## src/rtl/ul_ram_wr_ctrl.sv

```systemverilog
// Write-side controller for the uplink ping-pong frame RAM: fills two banks
// alternately from a framed word stream and hands full banks to the reader in order.
module ul_ram_wr_ctrl #(
  parameter int unsigned FRAME_LEN  = 262,
  parameter logic [9:0]  BANK0_BASE = 10'd0,
  parameter logic [9:0]  BANK1_BASE = 10'd512,
  parameter int unsigned CNT_W      = 8
) (
  input  logic             clk,
  input  logic             nRst,
  input  logic             in_valid,
  input  logic             in_sof,
  input  logic [9:0]       in_data,
  output logic             wrRAMEn,
  output logic [9:0]       wrRAMAddr,
  output logic [9:0]       wrRAMData,
  output logic [1:0]       UlRAM_wr_state,
  input  logic [1:0]       UlRAM_rd_state,
  output logic [CNT_W-1:0] drop_cnt,
  output logic [CNT_W-1:0] err_cnt
);

  typedef enum logic [1:0] {B_FREE, B_FILL, B_FULL} bank_t;
  typedef enum logic [1:0] {W_IDLE, W_FILL, W_DROP} wstate_t;

  localparam logic [9:0] LAST_OFF = 10'(FRAME_LEN - 1);

  wstate_t          wstate_reg;
  bank_t            bank_reg [2];
  logic             wr_bank_reg;
  logic             rd_turn_reg;
  logic [9:0]       offset_reg;
  logic             wr_en_reg;
  logic [9:0]       wr_addr_reg;
  logic [9:0]       wr_data_reg;
  logic [1:0]       wr_state_reg;
  logic [CNT_W-1:0] drop_cnt_reg;
  logic [CNT_W-1:0] err_cnt_reg;

  logic       sof_word;
  logic       restart;
  logic       abort;
  logic       drop;
  logic       cont;
  logic       write;
  logic       last;
  logic [9:0] wr_off;
  logic [9:0] cur_base;
  logic [1:0] release_vec;

  // An sof during a fill frees the current bank and immediately reclaims it,
  // so an aborted frame always restarts in the same bank.
  always_comb begin
    sof_word    = in_valid & in_sof;
    abort       = sof_word && (wstate_reg == W_FILL);
    restart     = sof_word && ((wstate_reg == W_FILL) || (bank_reg[wr_bank_reg] == B_FREE));
    drop        = sof_word && (wstate_reg != W_FILL) && (bank_reg[wr_bank_reg] != B_FREE);
    cont        = in_valid && !in_sof && (wstate_reg == W_FILL);
    write       = restart | cont;
    wr_off      = restart ? 10'd0 : offset_reg;
    last        = write && (wr_off == LAST_OFF);
    cur_base    = wr_bank_reg ? BANK1_BASE : BANK0_BASE;
    release_vec = wr_state_reg & UlRAM_rd_state;
  end

  always_ff @(posedge clk) begin
    if (!nRst) begin
      wstate_reg   <= W_IDLE;
      for (int b = 0; b < 2; b++) bank_reg[b] <= B_FREE;
      wr_bank_reg  <= 1'b0;
      rd_turn_reg  <= 1'b0;
      offset_reg   <= 10'd0;
      wr_en_reg    <= 1'b0;
      wr_addr_reg  <= 10'd0;
      wr_data_reg  <= 10'd0;
      wr_state_reg <= 2'b00;
      drop_cnt_reg <= '0;
      err_cnt_reg  <= '0;
    end else begin
      // Reader side: only the bank whose turn it is may be offered.
      for (int b = 0; b < 2; b++) begin
        if (release_vec[b]) begin
          wr_state_reg[b] <= 1'b0;
          bank_reg[b]     <= B_FREE;
        end else if (bank_reg[b] == B_FULL && rd_turn_reg == 1'(b)) begin
          wr_state_reg[b] <= 1'b1;
        end
      end
      if (release_vec != 2'b00) rd_turn_reg <= ~rd_turn_reg;

      // Writer side never touches a FULL bank, so it cannot collide with a release.
      wr_en_reg <= write;
      if (write) begin
        wr_addr_reg <= cur_base + wr_off;
        wr_data_reg <= in_data;
        if (last) begin
          bank_reg[wr_bank_reg] <= B_FULL;
          wr_bank_reg           <= ~wr_bank_reg;
          wstate_reg            <= W_IDLE;
        end else begin
          bank_reg[wr_bank_reg] <= B_FILL;
          offset_reg            <= wr_off + 10'd1;
          wstate_reg            <= W_FILL;
        end
      end else if (drop) begin
        wstate_reg <= W_DROP;
      end

      if (abort && err_cnt_reg != '1) err_cnt_reg <= err_cnt_reg + 1'b1;
      if (drop && drop_cnt_reg != '1) drop_cnt_reg <= drop_cnt_reg + 1'b1;
    end
  end

  assign wrRAMEn        = wr_en_reg;
  assign wrRAMAddr      = wr_addr_reg;
  assign wrRAMData      = wr_data_reg;
  assign UlRAM_wr_state = wr_state_reg;
  assign drop_cnt       = drop_cnt_reg;
  assign err_cnt        = err_cnt_reg;

endmodule

```

## config.mk

```make
export PLATFORM = sky130hd
export DESIGN_NAME = ul_ram_wr_ctrl
export DESIGN_NICKNAME = d
export VERILOG_FILES = /design/src/rtl/ul_ram_wr_ctrl.sv
export SDC_FILE = /design/constraint.sdc
export NUM_CORES = 1
export LEC_CHECK = 0
export ABC_AREA = 1
export CAP_MARGIN = 15
export CORE_ASPECT_RATIO = 1.2
export CORE_MARGIN = 3
export CORE_UTILIZATION = 46
export CTS_CLUSTER_DIAMETER = 40
export CTS_CLUSTER_SIZE = 25
export DETAILED_ROUTE_END_ITERATION = 8
export PLACE_DENSITY = 0.83
export SYNTH_ARGS = -nofsm -noshare
export SYNTH_HDL_FRONTEND = slang
export SYNTH_SLANG_ARGS = --single-unit
export TNS_END_PERCENT = 100
```

## constraint.sdc

```tcl
create_clock -name clk -period 2.1 [get_ports clk]
set_clock_uncertainty 0.15 [all_clocks]
set_input_delay 0.42 -clock clk [delete_from_list [all_inputs] [get_ports clk]]
set_output_delay 0.42 -clock clk [all_outputs]
set_load 0.02 [all_outputs]
```

==> results of run 1 <==
routing by layer:
metal / GRT usage, % / up-vias / wire length (um)
met1: 24.7 / 1229 / 2770
li1: - / 1289 / -
met5: 0 / - / 0
met2: 40.6 / 88 / 3770
met3: 5.91 / 17 / 387
met4: 10.7 / 0 / 175
cell usage in the layout, fill, tap and decap left out, drive strengths merged, types with 2 or more instances in the layout:
master          n
clkbuf         11
bufinv          2
a21oi          28
o21a            2
edfxtp          4
inv            35
a31oi           2
nor3b           2
ha              4
or2             2
buf            39
o21ai          24
nor3            3
nand2          79
clkdlybuf4s50  54
nor2           42
nand3b          2
nand4           5
nand3          28
xor2            7
clkinv          3
dfxtp          54
report_power, final:
group          internal, mW  total (mW)  switching, mW
sequential             1.15        1.19         0.0341
combinational         0.172       0.372          0.201
clock                 0.666        1.10          0.435
area by class of cell:
type,count,area [um^2],share of cell area (%)
clock inverter,5,78.8,2.07
tap,62,77.6,2.04
sequential,58,1200,31.5
multi-input combinational,235,1320,34.6
inverter,34,140,3.68
clock buffer,11,131,3.45
timing repair inverter,1,6.26,0.164
timing repair buffer,93,853,22.4
metrics by stage:
stage	setup slack [ns]	utilization, %
2_1_floorplan	-0.0666	-
3_3_place_gp	-0.295	64.2
3_5_place_dp	-0.377	64.2
4_1_cts	-0.0271	69.4
5_1_grt	-0.169	70.9
6_report	-0.0620	70.9
logic make-up (layout without fill, tap and decap cells):
logic type / after synthesis / after routing
buf+inv: 46 / 144
fa+ha+maj: 4 / 4
simple gates: 164 / 164
compound gates: 59 / 59
flops: 58 / 58
xor+xnor: 8 / 8
worst paths after layout:
check / from / cells after the start / slack (ns) / endpoint
setup / recovery: bank_reg[1][0]$_SDFFCE_PN0P_ / 14 / -0.06 / offset_reg[3]$_SDFFE_PN0N_
hold / removal: wrRAMData[4]$_SDFFE_PN0P_ / 2 / 0.31 / wrRAMData[4]$_SDFFE_PN0P_
setup reg to reg: bank_reg[1][0]$_SDFFCE_PN0P_ / 14 / -0.06 / offset_reg[3]$_SDFFE_PN0N_
hold reg to reg: wrRAMData[4]$_SDFFE_PN0P_ / 2 / 0.31 / wrRAMData[4]$_SDFFE_PN0P_
what timing repair did:
item	in CTS	in global routing
resized for setup	13	17
setup endpoints to repair	12	21
gates cloned	1	0
pin swaps	2	4
setup buffers	4	3
worst max-delay path: stages, from the launching register on:
cell and delay (ns):
edfxtp_1 0.35, inv_2 0.05, nand3b_1 0.15, nand3_2 0.12, nand2_4 0.11, nand2_4 0.06, inv_4 0.08, ha_4 0.14
nand3_4 0.07, nor4_4 0.19, nand3b_4 0.15, nand2_8 0.12, buf_6 0.13, o21ai_2 0.06, nor2_1 0.14
synthesized netlist by cell type (2+ instances only):
master,n,area share [%]
a21oi_1,28,5.4
a31oi_1,2,0.48
buf_2,3,0.58
clkbuf_1,7,1.0
dfxtp_1,54,41
edfxtp_1,4,4.6
ha_1,4,1.9
inv_1,32,4.6
nand2_1,76,11
nand3_1,25,4.8
nand3_2,3,1.2
nand4_1,5,1.2
nor2_1,40,5.8
nor3_1,3,0.58
o21a_1,2,0.58
o21ai_0,24,4.6
xor2_1,7,2.4
==> metrics.yaml, run 1 <==
status: "complete, but fails checks"
violations: "setup timing"
hold_violations: 0
viasPerCell: 5.26
final_cell_count_no_fill: 499
synthAdderAreaFrac_pct: 1.92
rsz0062_at_grt: "true"
synth_nets: 359
globalplace.congestion: 0.900
crit_type: "reg -> reg"
ys.flop_type: "dfxtp_1"
hp-class: "reg -> reg"
post_synth_num_cell_types: 37
worst_hold_slack_ns: 0.315
port_buffers: 54
dpl-instance-area_um2: 3450
num_io_pins: 55
core_um2: 5370
synth-compound-area-share_pct: 12.0
numCtsBuffers: 9
fin_ws_ns: -0.0620
drt_iter0_drc: 146
cp.arrival_ns: 2.27
slew_viol_final: 0
clkSlewWorstSetupHoldPaths_ns: 0.06
synth_top_family_by_area: "simple AND/OR/NAND/NOR gates"
synthCells: 339
fin_crit_sh_pct: 103
grt_pass1_vias: 2507
grt_overflow: 0
fin_setup_tns_ns: -0.272
die-area_um2: 6610
tightest_slew_ns: 0.356
cts_hold_buf: 0
drc: 0
n_antenna_cell: 0
p_leak_nw: 1.54
ant_nets: 0
post_route_cells_drive_above_1_share_pct: 21.5
h-tree-depth: 3
syn_avg_cell_area_um2: 7.69
timing.final.crit_period_ns: 2.16
ys_warn_count: 0
die_y_um: 88.5
async_flop_share_pct: 0
crit_path_start_kind: "flip-flop"
area_growth_pct: 46.0
synth.area.mux_share_pct: 0
grt_max_degree: 28
yosys.area_share.simple_pct: 29.8
power_mw: 2.66
clock_path_buffers: 2
synth_edf_count: 4
wl_um: 7100
synth_area_um2: 2610
final-setup-viol-count: 9
ir_worst_vdd_v: 0.000629
worstSetupEndpointType: "flip-flop"
synth_seq_cells: 58
antenna_found_initial: 0
cts_tree: "built"
grt_pass1_wl_um: 11400
routedWlPerCell_um: 14.2
synth-xor-area-share_pct: 2.69
powerDensity_nw_per_um2: 698
yosysSeqAreaShare_pct: 46.1
hpwl_um: 4850
clk_latency_ns: 0.34
grt_usage_pct: 22.8
slew_headroom_pct: 76.1
layout.nets: 452
design_area_um2: 3810
cp.required_ns: 2.21
nFillCells: 401
max_freq_ghz: 0.463
worstPathMaxFanout: 6
vias: 2623
clock_sinks: 58
rows: 29
root_buffer: "clkbuf_8"
firstDrtPassIters: 4
die_x_um: 74.7
start_util_pct: 48.6
place_inst: 475
max-cap-violations: 0
Note: power is estimated with default switching activity, not from simulation.
==> run 2, diff against run 1 <==
Settings changed: CORE_ASPECT_RATIO 1.2 to 1.4, CTS_CLUSTER_SIZE 25 to not set, SKIP_CTS_REPAIR_TIMING set to 1.
==> run 2 against run 1 <==
Against the previous run: via count fell by 3.4%; sequential share of layout area rose by 0.38 points; the flow now finishes without violations; register-to-register slack better by 0.07 ns; core utilization is 0.096 points lower; flip-flop and latch count is the same; critical path depth fell by 1; combinational power is 6.5% lower; critical path type unchanged; routed wire length is 11% lower; final area decreased by 1.2%; total power up 2.7%; global-route usage is 2.7 points lower.
==> metrics.yaml, run 2 (synthesis results as in run 1) <==
die_y_um: 95.1
vias: 2533
final-setup-viol-count: 0
status: "complete, no violations"
grt_usage_pct: 20.0
powerDensity_nw_per_um2: 726
tightest_slew_ns: 0.354
grt_pass1_vias: 2477
max-cap-violations: 0
post_route_cells_drive_above_1_share_pct: 18.7
antenna_found_initial: 0
crit_type: "reg -> reg"
routedWlPerCell_um: 12.7
fin_crit_sh_pct: 99.7
port_buffers: 54
hp-class: "reg -> reg"
ant_nets: 0
grt_max_degree: 28
cp.arrival_ns: 2.21
worst_hold_slack_ns: 0.313
firstDrtPassIters: 4
timing.final.crit_period_ns: 2.09
clkSlewWorstSetupHoldPaths_ns: 0.06
drc: 0
ir_worst_vdd_v: 0.000646
numCtsBuffers: 9
n_antenna_cell: 0
fin_setup_tns_ns: 0
die_x_um: 69.6
grt_pass1_wl_um: 10600
start_util_pct: 49.1
h-tree-depth: 3
globalplace.congestion: 0.853
hpwl_um: 4640
final_common_cell: "nand2_1"
slew_viol_final: 0
hold_violations: 0
area_growth_pct: 44.3
clk_latency_ns: 0.34
critPathMaxStageDelay_ns: 0.39
core_um2: 5310
grt_overflow: 0
layout.nets: 449
crit_path_start_kind: "flip-flop"
slew_headroom_pct: 76.3
cts_tree: "built"
worst-path-buf-inv: 1
worstSetupEndpointType: "flip-flop"
drt_iter0_drc: 129
die-area_um2: 6620
final_cell_mix: "nand2_1, dfxtp_1, clkdlybuf4s50_1"
cp.required_ns: 2.22
num_io_pins: 55
max_freq_ghz: 0.477
cpMaxStageDelayCell: "edfxtp_1"
rsz0062_at_grt: "true"
clock_path_buffers: 2
root_buffer: "clkbuf_8"
p_leak_nw: 1.55
viasPerCell: 5.07
clock_sinks: 58
wl_um: 6330
path_cells: "nor2_1 > nand2_1 > nand3_2 > nand2_4 > nand2_4 > ha_4 > nand3_4 > nor4_4 > nand3b_4 > nand2_8 > buf_4 > nand2_1 > a21oi_1"
cpLargestDelayFamily: "simple AND/OR/NAND/NOR gates"
worstPathMaxFanout: 4
rows: 31
[run 2: worst paths after layout]
| path | start | endpoint | cells after the start | slack [ns] |
|---|---|---|---|---|
| worst max-delay path | bank_reg[0][0]$_SDFFCE_PN0P_ | offset_reg[2]$_SDFFE_PN0N_ | 13 | 0.005 |
| worst min-delay path | wrRAMData[6]$_SDFFE_PN0P_ | wrRAMData[6]$_SDFFE_PN0P_ | 2 | 0.31 |
| worst max register to register | bank_reg[0][0]$_SDFFCE_PN0P_ | offset_reg[2]$_SDFFE_PN0N_ | 13 | 0.005 |
| worst min register to register | wrRAMData[6]$_SDFFE_PN0P_ | wrRAMData[6]$_SDFFE_PN0P_ | 2 | 0.31 |
[run 2: tightest hold or removal path, delay by kind of cell, from the launching register on]
family / cells / cell delay [ns]
AO/OA/AOI/OAI: 1 / 0.05
flip-flops: 1 / 0.31
AND/OR/NAND/NOR: 1 / 0.06
[run 2: layout make-up]
type | count | area, um^2
fillers | 406 | 1550
multi-input cells | 235 | 1270
flip-flops and latches | 58 | 1200
repair buffers | 91 | 836
clock buffers | 12 | 165
inverters | 34 | 138
well taps | 66 | 82.6
clock inverters | 4 | 72.6
[run 2: power breakdown]
part | switching (mW) | internal (mW) | total (mW)
Sequential | 0.0318 | 1.15 | 1.18
Clock | 0.436 | 0.763 | 1.20
Combinational | 0.183 | 0.165 | 0.348
[run 2: routing by layer]
layer,global-route usage (%),wire [um],up-vias
met1,20.8,2470,1172
met2,37.5,3410,62
met3,5.27,281,17
met4,9.58,165,0
li1,-,-,1282
met5,0,0,-
[run 2: per-stage QoR]
step	std cells	power (mW)	area, um^2	setup WS [ns]	util (%)
detailed placement	480	1.54	3460	-0.334	65.1
floorplan	339	1.39	2640	-0.0666	-
global route	500	2.83	3760	-0.106	70.8
finish	500	2.73	3760	0.00549	70.8
global placement	480	1.53	3460	-0.280	65.1
CTS	496	2.74	3700	0.00481	69.6
==> run 3, diff against run 2 <==
Settings changed: REMOVE_ABC_BUFFERS set to 1.
==> run 3 against run 2 <==
Against the previous run: the run now ends with setup timing left; clock power fell by 18%; critical path type unchanged; largest cell class unchanged; routed wire length rose by 5.1%; non-clock buffer count rose by 3; worst setup slack got worse by 0.089 ns; largest power group is now registers; maximum frequency fell by 4.1%.
==> metrics.yaml, run 3 (synthesis results as in run 1) <==
status: "complete, but fails checks"
violations: "setup timing"
routedWlPerCell_um: 13.2
fin_crit_sh_pct: 104
drt_iter0_drc: 139
pwr-share-comb_pct: 13.9
hp-class: "reg -> reg"
worstSetupEndpointType: "flip-flop"
p_leak_nw: 1.54
numCtsBuffers: 9
clock_sinks: 58
hpwl_um: 4730
rsz0062_at_grt: "true"
start_util_pct: 49.1
final_util_pct: 70.2
tightest_slew_ns: 0.338
p_sw_share_pct: 25.2
grt_max_degree: 24
netSwitchingPower_mw: 0.634
reg2reg_depth: 11
final_common_cell: "nand2_1"
seq_power_share_pct: 47.0
nFillCells: 437
firstDrtPassIters: 4
clk_latency_ns: 0.34
viasPerCell: 5.16
slew_headroom_pct: 77.4
fin_ws_ns: -0.0839
cp.arrival_ns: 2.23
cp.required_ns: 2.14
ir_worst_vdd_v: 0.000667
hold_end: "wrRAMData[2]$_SDFFE_PN0P_"
final-setup-viol-count: 13
max-cap-violations: 0
drc: 0
rrSetupSlack_ns: -0.08
post_route_cells_drive_above_1_share_pct: 17.8
ant_nets: 0
die-area_um2: 6620
die_x_um: 69.6
crit_type: "reg -> reg"
powerDensity_nw_per_um2: 675
grt_overflow: 0
crit_path_start_kind: "flip-flop"
preCtsSetupSlack_ns: -0.461
grt_usage_pct: 20.3
hold_path_depth: 2
hold_violations: 0
worstPathMaxFanout: 3
area_growth_pct: 43.0
wl_um: 6650
vias: 2597
num_io_pins: 55
layout.nets: 452
final_cell_mix: "nand2_1, dfxtp_1, clkdlybuf4s50_1"
internal_power_mw: 1.88
max_freq_ghz: 0.458
globalplace.congestion: 0.869
rows: 31
grt_pass1_wl_um: 10800
cts_tree: "built"
grt_pass1_vias: 2536
r2r_end: "bank_reg[1][1]$_SDFFCE_PN0P_"
clock_path_buffers: 2
rr_startpoint: "bank_reg[1][1]$_SDFFCE_PN0P_"
h-tree-depth: 3
clkSlewWorstSetupHoldPaths_ns: 0.07
slew_viol_final: 0
timing.final.crit_period_ns: 2.18
hold_path.startpoint: "wrRAMData[2]$_SDFFE_PN0P_"
root_buffer: "clkbuf_8"
port_buffers: 54
die_y_um: 95.1
core_um2: 5310
pwr-share-clk_pct: 39.2
antenna_found_initial: 0
n_antenna_cell: 0
fin_setup_tns_ns: -0.446
-- run 3: cell count changes in the layout (fill, tap and decap cells not counted), sizes merged --
cell / before / now
clkinv: 1 / 3
clkinvlp: 1 / 0
buf: 37 / 40
bufinv: 2 / 1
-- run 3: critical path, stage by stage (launching register included) --
cell	delay, ns
edfxtp_1	0.38
nand3b_1	0.20
nand3_2	0.10
nand2_4	0.08
nand2_4	0.08
ha_4	0.14
nand3_4	0.08
nor4_4	0.28
nand3b_4	0.15
buf_4	0.16
buf_6	0.11
nor2_2	0.12
-- run 3: layout make-up --
cell class              count  area, um^2  area share, %
clock buffers              12         145           3.89
clock inverters             4        41.3           1.11
inverters                  34         135           3.62
multi-input cells         235        1270           34.1
flip-flops and latches     58        1200           32.2
well taps                  66        82.6           2.21
repair buffers             94         853           22.9
-- run 3: how the worst max path moves through the flow --
stage                            startpoint                           end
2_1_floorplan                      in_valid  bank_reg[1][0]$_SDFFCE_PN0P_
3_3_place_gp                         in_sof  bank_reg[1][0]$_SDFFCE_PN0P_
3_5_place_dp                       in_valid  bank_reg[0][0]$_SDFFCE_PN0P_
4_1_cts                            in_valid    offset_reg[6]$_SDFFE_PN0N_
5_1_grt        bank_reg[1][1]$_SDFFCE_PN0P_    offset_reg[9]$_SDFFE_PN0N_
6_report       bank_reg[1][1]$_SDFFCE_PN0P_  bank_reg[1][1]$_SDFFCE_PN0P_
-- run 3: power groups by stage --
stage / sequential (mW) / clock (mW) / combinational (mW)
2_1_floorplan: 1.22 / 0 / 0.145
3_3_place_gp: 1.20 / 0 / 0.315
3_5_place_dp: 1.20 / 0 / 0.324
4_1_cts: 1.18 / 1.01 / 0.326
5_1_grt: 1.19 / 1.05 / 0.385
6_report: 1.18 / 0.986 / 0.349
-- run 3: metal layers --
metal	global-route usage (%)	part of all wire (%)	up-vias
li1	-	-	1291
met1	21.2	38	1212
met2	38.7	54	78
met3	4.54	4.9	16
met4	9.42	2.4	0
met5	0	0	-
-- run 3: per-stage QoR --
stage	instance area (um^2)	hold slack, ns	total power, mW	instances
detailed placement	3430	0.307	1.53	482
global placement	3430	0.300	1.52	482
finish	3730	0.313	2.52	503
CTS	3620	0.316	2.51	498
floorplan	2540	0.294	1.37	327
global route	3730	0.335	2.62	503
